--- config.mk ---
export PLATFORM = sky130hd
export DESIGN_NAME = line_option_engine
export DESIGN_NICKNAME = d
export VERILOG_FILES = /design/src/rtl/line_option_engine.sv
export SDC_FILE = /design/constraint.sdc
export NUM_CORES = 1
export LEC_CHECK = 0
export ABC_CLOCK_PERIOD_IN_PS = 1800
export CORE_MARGIN = 3
export CORE_UTILIZATION = 45
export DETAILED_ROUTE_END_ITERATION = 10
export PLACE_DENSITY = 0.75
export SLEW_MARGIN = 10
export SYNTH_ARGS = -nofsm -noshare
export SYNTH_HDL_FRONTEND = slang
export SYNTH_SLANG_ARGS = --single-unit
--- constraint.sdc ---
create_clock -name clk -period 1.8 [get_ports clk]
set_input_delay 0.36 -clock clk [delete_from_list [all_inputs] [get_ports clk]]
set_output_delay 0.36 -clock clk [all_outputs]
set_load 0.01 [all_outputs]
--- src/rtl/line_option_engine.sv ---
// Line option engine: accepts one row/column job, flags each streamed option keep/drop
// against the board, and commits cells forced by all survivors. Optional macro: LINE_ERR_CHECK_EN.
module line_option_engine #(
  parameter int ROWS  = 3,
  parameter int COLS  = 3,
  parameter int CNT_W = 7,
  parameter int LMAX  = (ROWS > COLS) ? ROWS : COLS,
  parameter int IDX_W = $clog2(ROWS + COLS)
) (
  input  logic                   clk,
  input  logic                   rst,
  input  logic                   board_clr,
  input  logic                   line_valid,
  output logic                   line_ready,
  input  logic [IDX_W-1:0]       line_idx,
  input  logic [CNT_W-1:0]       line_cnt,
  input  logic                   opt_valid,
  output logic                   opt_ready,
  input  logic [LMAX-1:0]        opt_data,
  output logic                   opt_keep_valid,
  output logic                   opt_keep,
  output logic                   done,
  output logic [CNT_W-1:0]       new_cnt,
  output logic                   changed,
  output logic [ROWS*COLS-1:0]   known,
  output logic [ROWS*COLS-1:0]   assigned,
  output logic                   err
);

  localparam int NCELL = ROWS * COLS;
  localparam int NLINE = ROWS + COLS;
  localparam logic [IDX_W:0] ROWS_L  = ROWS[IDX_W:0];
  localparam logic [IDX_W:0] NLINE_L = NLINE[IDX_W:0];

  typedef enum logic [1:0] {S_IDLE, S_SCAN, S_COMMIT, S_DONE} state_t;

  function automatic logic [LMAX-1:0] gather(input logic [NCELL-1:0] b, input logic row,
                                             input logic [IDX_W:0] sel);
    logic [LMAX-1:0] g;
    g = '0;
    for (int r = 0; r < ROWS; r++) begin
      for (int c = 0; c < COLS; c++) begin
        if (row && int'(sel) == r) g[c] = b[r*COLS+c];
        else if (!row && int'(sel) == c) g[r] = b[r*COLS+c];
      end
    end
    return g;
  endfunction

  function automatic logic [LMAX-1:0] len_mask(input logic row);
    logic [LMAX-1:0] m;
    for (int k = 0; k < LMAX; k++) m[k] = row ? (k < COLS) : (k < ROWS);
    return m;
  endfunction

  function automatic logic [CNT_W-1:0] sat_inc(input logic [CNT_W-1:0] v);
    return (&v) ? v : v + CNT_W'(1);
  endfunction

  state_t             r_state;
  logic               r_line_ready, r_opt_ready, r_keep_vld_p1, r_keep_p1;
  logic               r_done, r_changed;
  logic [CNT_W-1:0]   r_new_cnt, r_rem, r_surv;
  logic [NCELL-1:0]   r_known, r_assigned;
  logic               r_is_row;
  logic [IDX_W:0]     r_sel;
  logic [LMAX-1:0]    r_lk, r_la, r_vmask, r_acc_and, r_acc_or;

  logic [IDX_W:0]     w_idx_x, w_in_sel;
  logic               w_in_is_row, w_in_ok, w_contra, w_any_surv, w_changed;
  logic [LMAX-1:0]    w_newk;
  logic [NCELL-1:0]   w_known_nx, w_assigned_nx;

  assign w_idx_x     = {1'b0, line_idx};
  assign w_in_is_row = w_idx_x < ROWS_L;
  assign w_in_ok     = w_idx_x < NLINE_L;
  assign w_in_sel    = w_in_is_row ? w_idx_x : w_idx_x - ROWS_L;

  // Snapshot bits outside the line are zero in r_lk, so only valid cells can contradict.
  assign w_contra = |((opt_data ^ r_la) & r_lk);

  // A cell is forced when every survivor agrees: all ones (AND) or all zeros (~OR).
  assign w_any_surv = (r_surv != '0);
  assign w_newk     = r_vmask & ~r_lk & (r_acc_and | ~r_acc_or) & {LMAX{w_any_surv}};
  assign w_changed  = |w_newk;

  always_comb begin
    w_known_nx    = r_known;
    w_assigned_nx = r_assigned;
    for (int r = 0; r < ROWS; r++) begin
      for (int c = 0; c < COLS; c++) begin
        if (r_is_row && int'(r_sel) == r && w_newk[c]) begin
          w_known_nx[r*COLS+c]    = 1'b1;
          w_assigned_nx[r*COLS+c] = r_acc_and[c];
        end else if (!r_is_row && int'(r_sel) == c && w_newk[r]) begin
          w_known_nx[r*COLS+c]    = 1'b1;
          w_assigned_nx[r*COLS+c] = r_acc_and[r];
        end
      end
    end
  end

`ifdef LINE_ERR_CHECK_EN
  logic r_err;
  assign err = r_err;
`else
  assign err = 1'b0;
`endif

  always_ff @(posedge clk) begin
    if (rst) begin
      r_state       <= S_IDLE;
      r_line_ready  <= 1'b1;
      r_opt_ready   <= 1'b0;
      r_keep_vld_p1 <= 1'b0;
      r_keep_p1     <= 1'b0;
      r_done        <= 1'b0;
      r_changed     <= 1'b0;
      r_new_cnt     <= '0;
      r_rem         <= '0;
      r_surv        <= '0;
      r_known       <= '0;
      r_assigned    <= '0;
      r_is_row      <= 1'b0;
      r_sel         <= '0;
      r_lk          <= '0;
      r_la          <= '0;
      r_vmask       <= '0;
      r_acc_and     <= '1;
      r_acc_or      <= '0;
`ifdef LINE_ERR_CHECK_EN
      r_err         <= 1'b0;
`endif
    end else begin
      r_keep_vld_p1 <= 1'b0;
      r_done        <= 1'b0;
`ifdef LINE_ERR_CHECK_EN
      r_err         <= 1'b0;
`endif
      case (r_state)
        S_IDLE: begin
          if (board_clr) begin
            r_known    <= '0;
            r_assigned <= '0;
          end else if (line_valid) begin
            r_is_row     <= w_in_is_row;
            r_sel        <= w_in_sel;
            r_lk         <= gather(r_known, w_in_is_row, w_in_sel);
            r_la         <= gather(r_assigned, w_in_is_row, w_in_sel);
            r_vmask      <= len_mask(w_in_is_row);
            r_rem        <= line_cnt;
            r_surv       <= '0;
            r_acc_and    <= '1;
            r_acc_or     <= '0;
            r_line_ready <= 1'b0;
            if (w_in_ok && line_cnt != '0) begin
              r_state     <= S_SCAN;
              r_opt_ready <= 1'b1;
            end else begin
              r_state   <= S_DONE;
              r_done    <= 1'b1;
              r_new_cnt <= '0;
              r_changed <= 1'b0;
            end
          end
        end
        // SCAN -> p1: keep strobe one cycle after each accepted option
        S_SCAN: begin
          if (opt_valid) begin
            r_keep_vld_p1 <= 1'b1;
            r_keep_p1     <= ~w_contra;
            if (!w_contra) begin
              r_surv    <= sat_inc(r_surv);
              r_acc_and <= r_acc_and & opt_data;
              r_acc_or  <= r_acc_or | opt_data;
            end
            r_rem <= r_rem - CNT_W'(1);
            if (r_rem == CNT_W'(1)) begin
              r_state     <= S_COMMIT;
              r_opt_ready <= 1'b0;
            end
          end
        end
        // COMMIT -> DONE: board write and result registers land together
        S_COMMIT: begin
          r_known    <= w_known_nx;
          r_assigned <= w_assigned_nx;
          r_changed  <= w_changed;
          r_new_cnt  <= r_surv;
          r_done     <= 1'b1;
`ifdef LINE_ERR_CHECK_EN
          r_err      <= ~w_any_surv;
`endif
          r_state    <= S_DONE;
        end
        S_DONE: begin
          r_state      <= S_IDLE;
          r_line_ready <= 1'b1;
        end
        default: r_state <= S_IDLE;
      endcase
    end
  end

  assign line_ready     = r_line_ready;
  assign opt_ready      = r_opt_ready;
  assign opt_keep_valid = r_keep_vld_p1;
  assign opt_keep       = r_keep_p1;
  assign done           = r_done;
  assign new_cnt        = r_new_cnt;
  assign changed        = r_changed;
  assign known          = r_known;
  assign assigned       = r_assigned;

endmodule

**Word level (Yosys, flattened, before mapping)**

Index checks and enable logic that the tools add are counted.

- ROM bits: 0
- Bits in registers: 65
- Logic and storage cells: 272
- Bits of input ports: 18
- Memories: 0
- Bits in writable memories: 0
- Bits in latches: 0

- Reduce and logical (&&, ||, !) cells: 63
- Shift-type cells: 0
- Muxes and demuxes: 130
- Multipliers: 0
- Equal/unequal tests: 26
- Divide/modulo/power cells: 0
- Bitwise logic cells: 13
- $lt $le $gt $ge: 2
- Add/subtract/negate cells: 3

Operators with widths:

| cell | count |
|---|---|
| two-way mux 1 bit | 92 |
| two-way mux 7 bit | 11 |
| one-hot mux 7 bit (2 select lines) | 3 |
| one-hot mux 9 bit (2 select lines) | 2 |
| AND reduction 3 bit | 11 |
| logical AND 1 bit | 31 |
| inequality test 3 bit (second input constant) | 9 |
| two-way mux 3 bit | 8 |
| inequality test 2 bit (second input constant) | 9 |
| bitwise AND 3 bit | 5 |
| nonzero test 7 bit | 2 |
| one-hot mux 3 bit (2 select lines) | 2 |
| AND reduction 4 bit | 3 |
| AND reduction 6 bit | 2 |
| two-way mux 2 bit | 5 |
| two-way mux 9 bit | 1 |
| equality test 4 x 2 -> 1 bit (second input constant) | 2 |
| equality test 4 x 3 -> 1 bit (second input constant) | 2 |
| logical NOT 4 bit | 2 |
| one-hot mux 1 bit (2 select lines) | 4 |
| one-hot mux 2 bit (4 select lines) | 1 |
| adder 7 x 1 -> 7 bit (second input constant) | 1 |
| equality test 7 x 1 -> 1 bit (second input constant) | 1 |
| AND reduction 7 bit | 1 |
| other kinds (18) | 27 |

**Logic depth before layout (Yosys ltp)**

Gate-level depths: netlist of the first run.

- Depth in word-level cells: 12
- Depth in mapped cells: 9
- Gate-level depth less buffers: 7

**Least setup slack after synthesis of the first run**

Ideal clock, no wire load.

- Path kind: register to register
- From: register r_state[1]
- To: register r_acc_and[0]
- Data arrival time: 1.818 ns
- Data required time: 1.677 ns
- Clock period less this slack: 1.941 ns
- Setup time: 0.123 ns
- Cell stages (with the launch flop): 10
- Path buffers: 2
- Path slack: -0.141 ns
- Path through: dfxtp_1 > inv_1 > ha_1 > clkbuf_1 > nand2b_1 > a22oi_1 > buf_2 > o21ai_0 > o21ai_0 > nand2_1

- Word-level cells in the longest chain between the ends: 3

RTL lines:

| element | line | source |
|---|---|---|
| start, declared | 60 | `state_t r_state;` |
| start signal, assigned | 112 | `r_state <= S_IDLE;` |
| start signal, assigned | 157 | `r_state <= S_SCAN;` |
| start signal, assigned | 160 | `r_state <= S_DONE;` |
| equality test 2 x 1 -> 1 bit / logical NOT 2 bit (equally long branches) | 140 | `case (r_state)` |
| inequality test 2 bit (no line) / nonzero test 2 bit (equally long branches) | -- |  |
| AND reduction 5 bit (no line) | -- |  |
| end signal, assigned | 174 | `r_acc_and <= r_acc_and & opt_data;` |
| end, declared | 67 | `logic [LMAX-1:0] r_lk, r_la, r_vmask, r_acc_and, r_acc_or;` |

Several ways; a longest one is shown, not always the timed one.
A chain may end at the register's enable or synchronous reset.

**Worst setup path after layout of the first run**

- From: register r_sel[3]
- To: register r_assigned[2], in the netlist assigned[2]

- Word-level cells in the longest chain between the ends: 5

RTL lines:

| element | line | source |
|---|---|---|
| start, declared | 66 | `logic [IDX_W:0] r_sel;` |
| start signal, assigned | 147 | `r_sel <= w_in_sel;` |
| equality test 4 x 3 -> 1 bit / logical NOT 4 bit (equally long branches) | 95, 92 |  |
| logical AND 1 bit, on equally long branches (2 in a row) | 95, 92 |  |
| inequality test 3 bit (no line) / two-way mux 1 bit (equally long branches) | -- |  |
| AND reduction 3 bit (no line) / one-hot mux 9 bit (2 select lines) (equally long branches) | -- |  |
| end signal, assigned | 187 | `r_assigned <= w_assigned_nx;` |
| end, declared | 64 | `logic [NCELL-1:0] r_known, r_assigned;` |

Several ways; a longest one is shown, not always the timed one.

==> results of run 1 <==
[worst max-delay path, cell delays in order, from the launching register on]
cell,delay (ps)
dfxtp_2,360
or4_4,590
nor4b_4,320
mux2i_1,310
a211o_1,140
a31oi_1,70
[routing by layer]
metal	vias to the layer above	wire length (um)	global-route usage [%]
met4	0	461	10.4
met5	-	0	0
met2	201	5890	43.3
met1	1970	5290	36.1
li1	1953	-	-
met3	36	872	6.39
[logic make-up (layout without fill, tap and decap cells)]
group | after synthesis | after routing | share of synthesized area (%)
other | 1 | 1 | 0.104
and+or+nand+nor | 177 | 177 | 26.8
xor gates and xnor gates | 4 | 4 | 0.974
AOI/OAI and AO/OA | 143 | 143 | 25.6
muxes | 11 | 11 | 3.09
buffers and inverters | 36 | 187 | 4.14
DFF | 65 | 65 | 36.2
adders and majority gates | 9 | 9 | 3.13
[stage by stage]
stage	worst slack (ps)	instances	total power, uW	hold slack [ps]
6_report	-90.0	696	7040	467
5_1_grt	-148	696	7430	473
4_1_cts	-98.0	689	6380	463
3_5_place_dp	-753	667	4720	449
3_3_place_gp	-760	667	4630	446
2_1_floorplan	-17.2	446	3480	429
[repair_timing]
item | 4_1_cts | 5_1_grt
gates resized for setup | 36 | 61
endpoints found under the setup margin | 53 | 52
hold buffers | 0 | 0
cloned | 0 | 0
pin swaps | 10 | 20
setup buffers | 6 | 7
[registers in the layout (all words and copies together) (netlist names), 2 cells and up]
register   flops
r_la           3
r_surv         7
r_acc_or       3
r_state        2
r_rem          7
assigned       9
r_acc_and      3
new_cnt        7
known          9
r_lk           3
r_sel          4
[worst max path at each step]
| stage | startpoint | endpoint | slack [ps] | cells after the start |
|---|---|---|---|---|
| 4_1_cts | r_sel[3] | assigned[2] | -100 | 5 |
| 6_report | r_sel[3] | assigned[2] | -90 | 5 |
| 2_1_floorplan | line_idx[0] | r_la[2] | -20 | 7 |
| 5_1_grt | r_sel[3] | assigned[2] | -150 | 5 |
| 3_3_place_gp | opt_data[2] | r_surv[0] | -760 | 6 |
| 3_5_place_dp | line_cnt[4] | new_cnt[0] | -750 | 7 |
[power groups by stage]
stage	sequential [uW]	clock, uW	combinational (uW)
2_1_floorplan	1860	0	1620
3_3_place_gp	1850	0	2790
3_5_place_dp	1860	0	2860
4_1_cts	1840	1440	3100
5_1_grt	1890	1500	4040
6_report	1880	1420	3750
[synth_stat cells, types with 4 or more instances]
master,number,area [um2]
or3_1,6,37.5
nor3_1,11,55.1
a211oi_1,5,37.5
nor2_1,49,184
a22o_1,8,70.1
ha_1,9,113
nand2_1,37,139
a221oi_1,4,35.0
a21boi_0,5,37.5
nor4_1,6,37.5
nand4_1,7,43.8
nor2b_1,12,75.1
nand2b_1,10,62.6
nor4b_1,6,52.6
and4_1,4,35.0
dfxtp_1,65,1300
nand3_1,8,40.0
a31oi_1,8,50.1
mux2i_1,10,100
clkbuf_1,20,75.1
a22oi_1,4,30.0
inv_1,11,41.3
o211ai_1,4,30.0
o21ai_0,31,155
a21oi_1,41,205
o21a_1,5,37.5
a311oi_1,5,43.8
[area by class of cell]
| type | instances | area, um2 |
|---|---|---|
| clock inverters | 7 | 101 |
| fillers | 541 | 1990 |
| inverters | 11 | 41.3 |
| multi-input cells | 345 | 2430 |
| well taps | 99 | 124 |
| flip-flops and latches | 65 | 1310 |
| repair buffers | 160 | 1370 |
| clock buffers | 9 | 124 |
==> flow_summary.ini, run 1 <==
[status]
status = complete, but fails checks
violations = setup timing

[finish]
area_growth_pct = 52.8
final_cell_mix = buf_4, dfxtp_1, nor2_1, clkdlybuf4s50_1, nand2_1
antennaDiodeCount = 0
final_common_cell = buf_4
drive_gt1_share_pct = 33.0
final_nets = 619
postLayoutCellArea_mm2 = 0.00550
final_core_util_pct = 73.5

[worst_setup_path]
worst-r2r-setup-slack_ps = -90
path_max_fanout = 5
crit_path_end_kind = flip-flop
criticalPathCategory = reg2reg
arrival_ps = 2120
cp.required_ps = 2030
crit_path_start_kind = flip-flop
worst_r2r_path_depth = 5
r2r-start = r_sel[3]
r2r_end = assigned[2]

[sta]
final.setup.worst_slack_ps = -90.0
slew_viol_final = 0
rsz0062_at_grt = yes
tns_ps = -471
min_period_over_period_pct = 105
finalHoldViolCount = 0
skew_ps = 11.6
fmaxAchievable_ghz = 0.529
setup_violations = 13
final.min_clock_period_ps = 1890

[clocking]
clock_sinks = 65
max-clock-path-buffers = 2
worstSkewPairLatency_ps = 360
cts-root-buf = clkbuf_8
htree_levels = 3
cts_tree = done
cts_made_buffers = 9
clkTransAtPathRegs_ps = 70

[detailed_routing]
dr.pass1.iters = 5
vias_per_cell = 5.98
vias = 4160
post_drt_wl_per_cell_um = 18.0
routed_wl_um = 12500
drt_iter0_markers = 368
ant_nets = 0
route.detailed.drc = 0

[logic_synthesis]
ys_ff_latch = 65
syn-instance-count = 446
avgSynthCellArea_um2 = 8.07
synth_ff_type = dfxtp_1
netlist_area_mm2 = 0.00360
synth_nets = 473
synth.distinct_cells = 64
synth_edf_count = 0
ys_warn_count = 0
seq_area_frac_synth_pct = 36.2
synthArstFlopShare_pct = 0

[global_route]
grt_usage_pct = 27.4
grt_antenna_before_repair = 0
grt-ovfl-total = 0
first_global_vias = 3923
grt_pass1_wl_um = 19200
grt_max_degree = 26

[power_and_ir_drop]
p_sw_share_pct = 39.2
switching_power_uw = 2760
p_seq_share_pct = 26.7
clkPwrFrac_pct = 20.1
leakage_uw = 0.00212
cellPowerDensity_mw_per_mm2 = 1280
ir_worst_vdd_uv = 1180
pwr-share-comb_pct = 53.2
p_int_uw = 4280

[placed_design]
io_buffers = 48
dp_hpwl_um = 8730
dpl-instance-area_mm2 = 0.00487
place_congestion = 0.954

[floorplan]
row_count = 31
io_pins = 50
die_area_mm2 = 0.00911
core_region_area_mm2 = 0.00749
die_w_um = 95.4
die_y_um = 95.4
start_util_pct = 48.1

[worst_hold_path]
hp-class = reg2reg
holdPathEnd = opt_keep
hold_start = opt_keep
hold_path_depth = 2

[job]
maxCapViolations = 0
Note: power is estimated with default switching activity, not from simulation.
==> inputs of run 2 (changes only) <==
--- a/config.mk
+++ b/config.mk
@@ -7,9 +7,10 @@
 export LEC_CHECK = 0
 export ABC_CLOCK_PERIOD_IN_PS = 1800
 export CORE_MARGIN = 3
-export CORE_UTILIZATION = 45
+export CORE_UTILIZATION = 40
 export DETAILED_ROUTE_END_ITERATION = 10
-export PLACE_DENSITY = 0.75
+export GPL_ROUTABILITY_DRIVEN = 0
+export PLACE_DENSITY = 0.69
 export SLEW_MARGIN = 10
 export SYNTH_ARGS = -nofsm -noshare
 export SYNTH_HDL_FRONTEND = slang
==> flow_summary.ini, run 2 (synthesized netlist as in run 1, its figures left out) <==
[sta]
final.setup.worst_slack_ps = -72.4
slew_viol_final = 0
skew_ps = 16.4
holdWs_ps = 467
tightest_slew_ps = 495
min_period_over_period_pct = 104
finalHoldViolCount = 0
tns_ps = -209
rsz0062_at_grt = yes
fmaxAchievable_ghz = 0.534
slew-limit-headroom_pct = 66.8
final.min_clock_period_ps = 1870
setup_violations = 6

[detailed_routing]
route.detailed.drc = 0
ant_nets = 0
wl_met3_um = 843
top_layer = met4
wl_met1_um = 5220
dr.pass1.iters = 5
post_drt_wl_per_cell_um = 17.6
routed_wl_um = 12000
vias_per_cell = 6.00
vias = 4077
wl_met2_um = 5570
drt_iter0_markers = 246

[clocking]
cts_tree = done
clkTransAtPathRegs_ps = 80
worstSkewPairLatency_ps = 340
htree_levels = 3
max-clock-path-buffers = 2
cts-root-buf = clkbuf_8
cts_made_buffers = 9
clock_sinks = 65

[finish]
final_common_cell = buf_4
multi_input_area_mm2 = 0.00247
antennaDiodeCount = 0
final_core_util_pct = 63.3
final_cell_mix = buf_4, dfxtp_1, nor2_1, clkdlybuf4s50_1, nand2_1
drive_gt1_share_pct = 30.3
nFillCells = 661
area_growth_pct = 48.8
register_area_mm2 = 0.00131
final_nets = 598
instances_no_fill = 680

[worst_setup_path]
path_max_fanout = 5
r2r_end = assigned[2]
critPathTopFamily = simple AND/OR/NAND/NOR gates
max_stage_delay_ps = 580
cp.depth = 5
crit_path_end_kind = flip-flop
worst-path-buf-inv = 0
arrival_ps = 2130
worst-r2r-setup-slack_ps = -70
crit_path_start_kind = flip-flop
cp.required_ps = 2060
cp-endpoint = assigned[2]
worst_r2r_path_depth = 5
criticalPathCategory = reg2reg
crit_start = r_sel[1]
path_cells = or4_4 -> nor4b_4 -> o21ai_2 -> a211o_1 -> a31oi_1
r2r-start = r_sel[1]
crit_slowest_cell = or4_4

[worst_hold_path]
hp-class = reg2reg

[floorplan]
die_y_um = 101
die_area_mm2 = 0.0102
row_count = 33
die_w_um = 101
start_util_pct = 42.5
core_region_area_mm2 = 0.00846
io_pins = 50

[global_route]
grt-ovfl-total = 0
grt_pass1_wl_um = 18700
first_global_vias = 3813
grt_max_degree = 26
grt_usage_pct = 23.1
grt_antenna_before_repair = 0

[placed_design]
dp_hpwl_um = 8470
io_buffers = 48
dp.cells = 659

[job]
maxCapViolations = 0

[power_and_ir_drop]
leakage_uw = 0.00200
cellPowerDensity_mw_per_mm2 = 1240
ir_worst_vdd_uv = 894

[status]
status = complete, but fails checks
violations = setup timing
[run 2: cell count changes in the layout (fill, tap and decap cells not counted), moves of 3 or more]
cell,change
nor2_2,+3
dlymetal6s2s_1,-4
buf_6,-3
buf_4,-17
o21ai_0,+4
nor2_1,-3
clkdlybuf4s50_1,+4
[run 2: report_power, final]
| part | leakage (uW) | internal, uW | switching [uW] |
|---|---|---|---|
| combinational | 0.00135 | 1570 | 1750 |
| sequential | 0.000532 | 1670 | 216 |
| clock | 0.000112 | 851 | 593 |
| total | 0.00200 | 4100 | 2550 |
[run 2: routing by layer]
metal  global-route usage, %  vias up
met5                       0        -
met4                    9.64        0
met3                    3.53       40
met2                    35.9      172
met1                    31.7     1956
li1                        -     1909
[run 2: how the worst min path moves through the flow]
stage | depth (start not counted) | endpoint | from
CTS | 2 | opt_keep | opt_keep
global placement | 2 | r_acc_or[2] | r_acc_or[2]
finish | 2 | opt_keep | opt_keep
global route | 2 | opt_ready | opt_ready
detailed placement | 2 | r_acc_or[0] | r_acc_or[0]
floorplan | 2 | r_acc_or[0] | r_acc_or[0]
[run 2: through the flow]
| stage | worst slack [ps] | total power, uW | instance area (um2) |
|---|---|---|---|
| 6_report | -72.4 | 6650 | 5360 |
| 5_1_grt | -145 | 7030 | 5360 |
| 4_1_cts | -83.6 | 6170 | 5120 |
| 3_5_place_dp | -743 | 4590 | 4760 |
| 3_3_place_gp | -770 | 4520 | 4760 |
| 2_1_floorplan | -17.2 | 3480 | 3620 |
[run 2: final cells by class]
class                   instances  share of cell area, %
repair buffers                139                   21.9
inverters                      11                  0.771
multi-input cells             345                   46.1
flip-flops and latches         65                   24.5
well taps                     105                   2.45
clock inverters                 4                   1.43
clock buffers                  11                   2.83
[run 2: worst reg2reg max path: stages, from the launching register on]
cell and delay [ps]:
dfxtp_2 350, or4_4 580, nor4b_4 330, o21ai_2 120
a211o_1 280, a31oi_1 130
[run 2: what timing repair did]
action                     CTS  global route
gates resized for setup     39            55
pin swaps                    8            15
hold buffers                 0             0
setup buffers                4             2
setup endpoints to repair   47            51
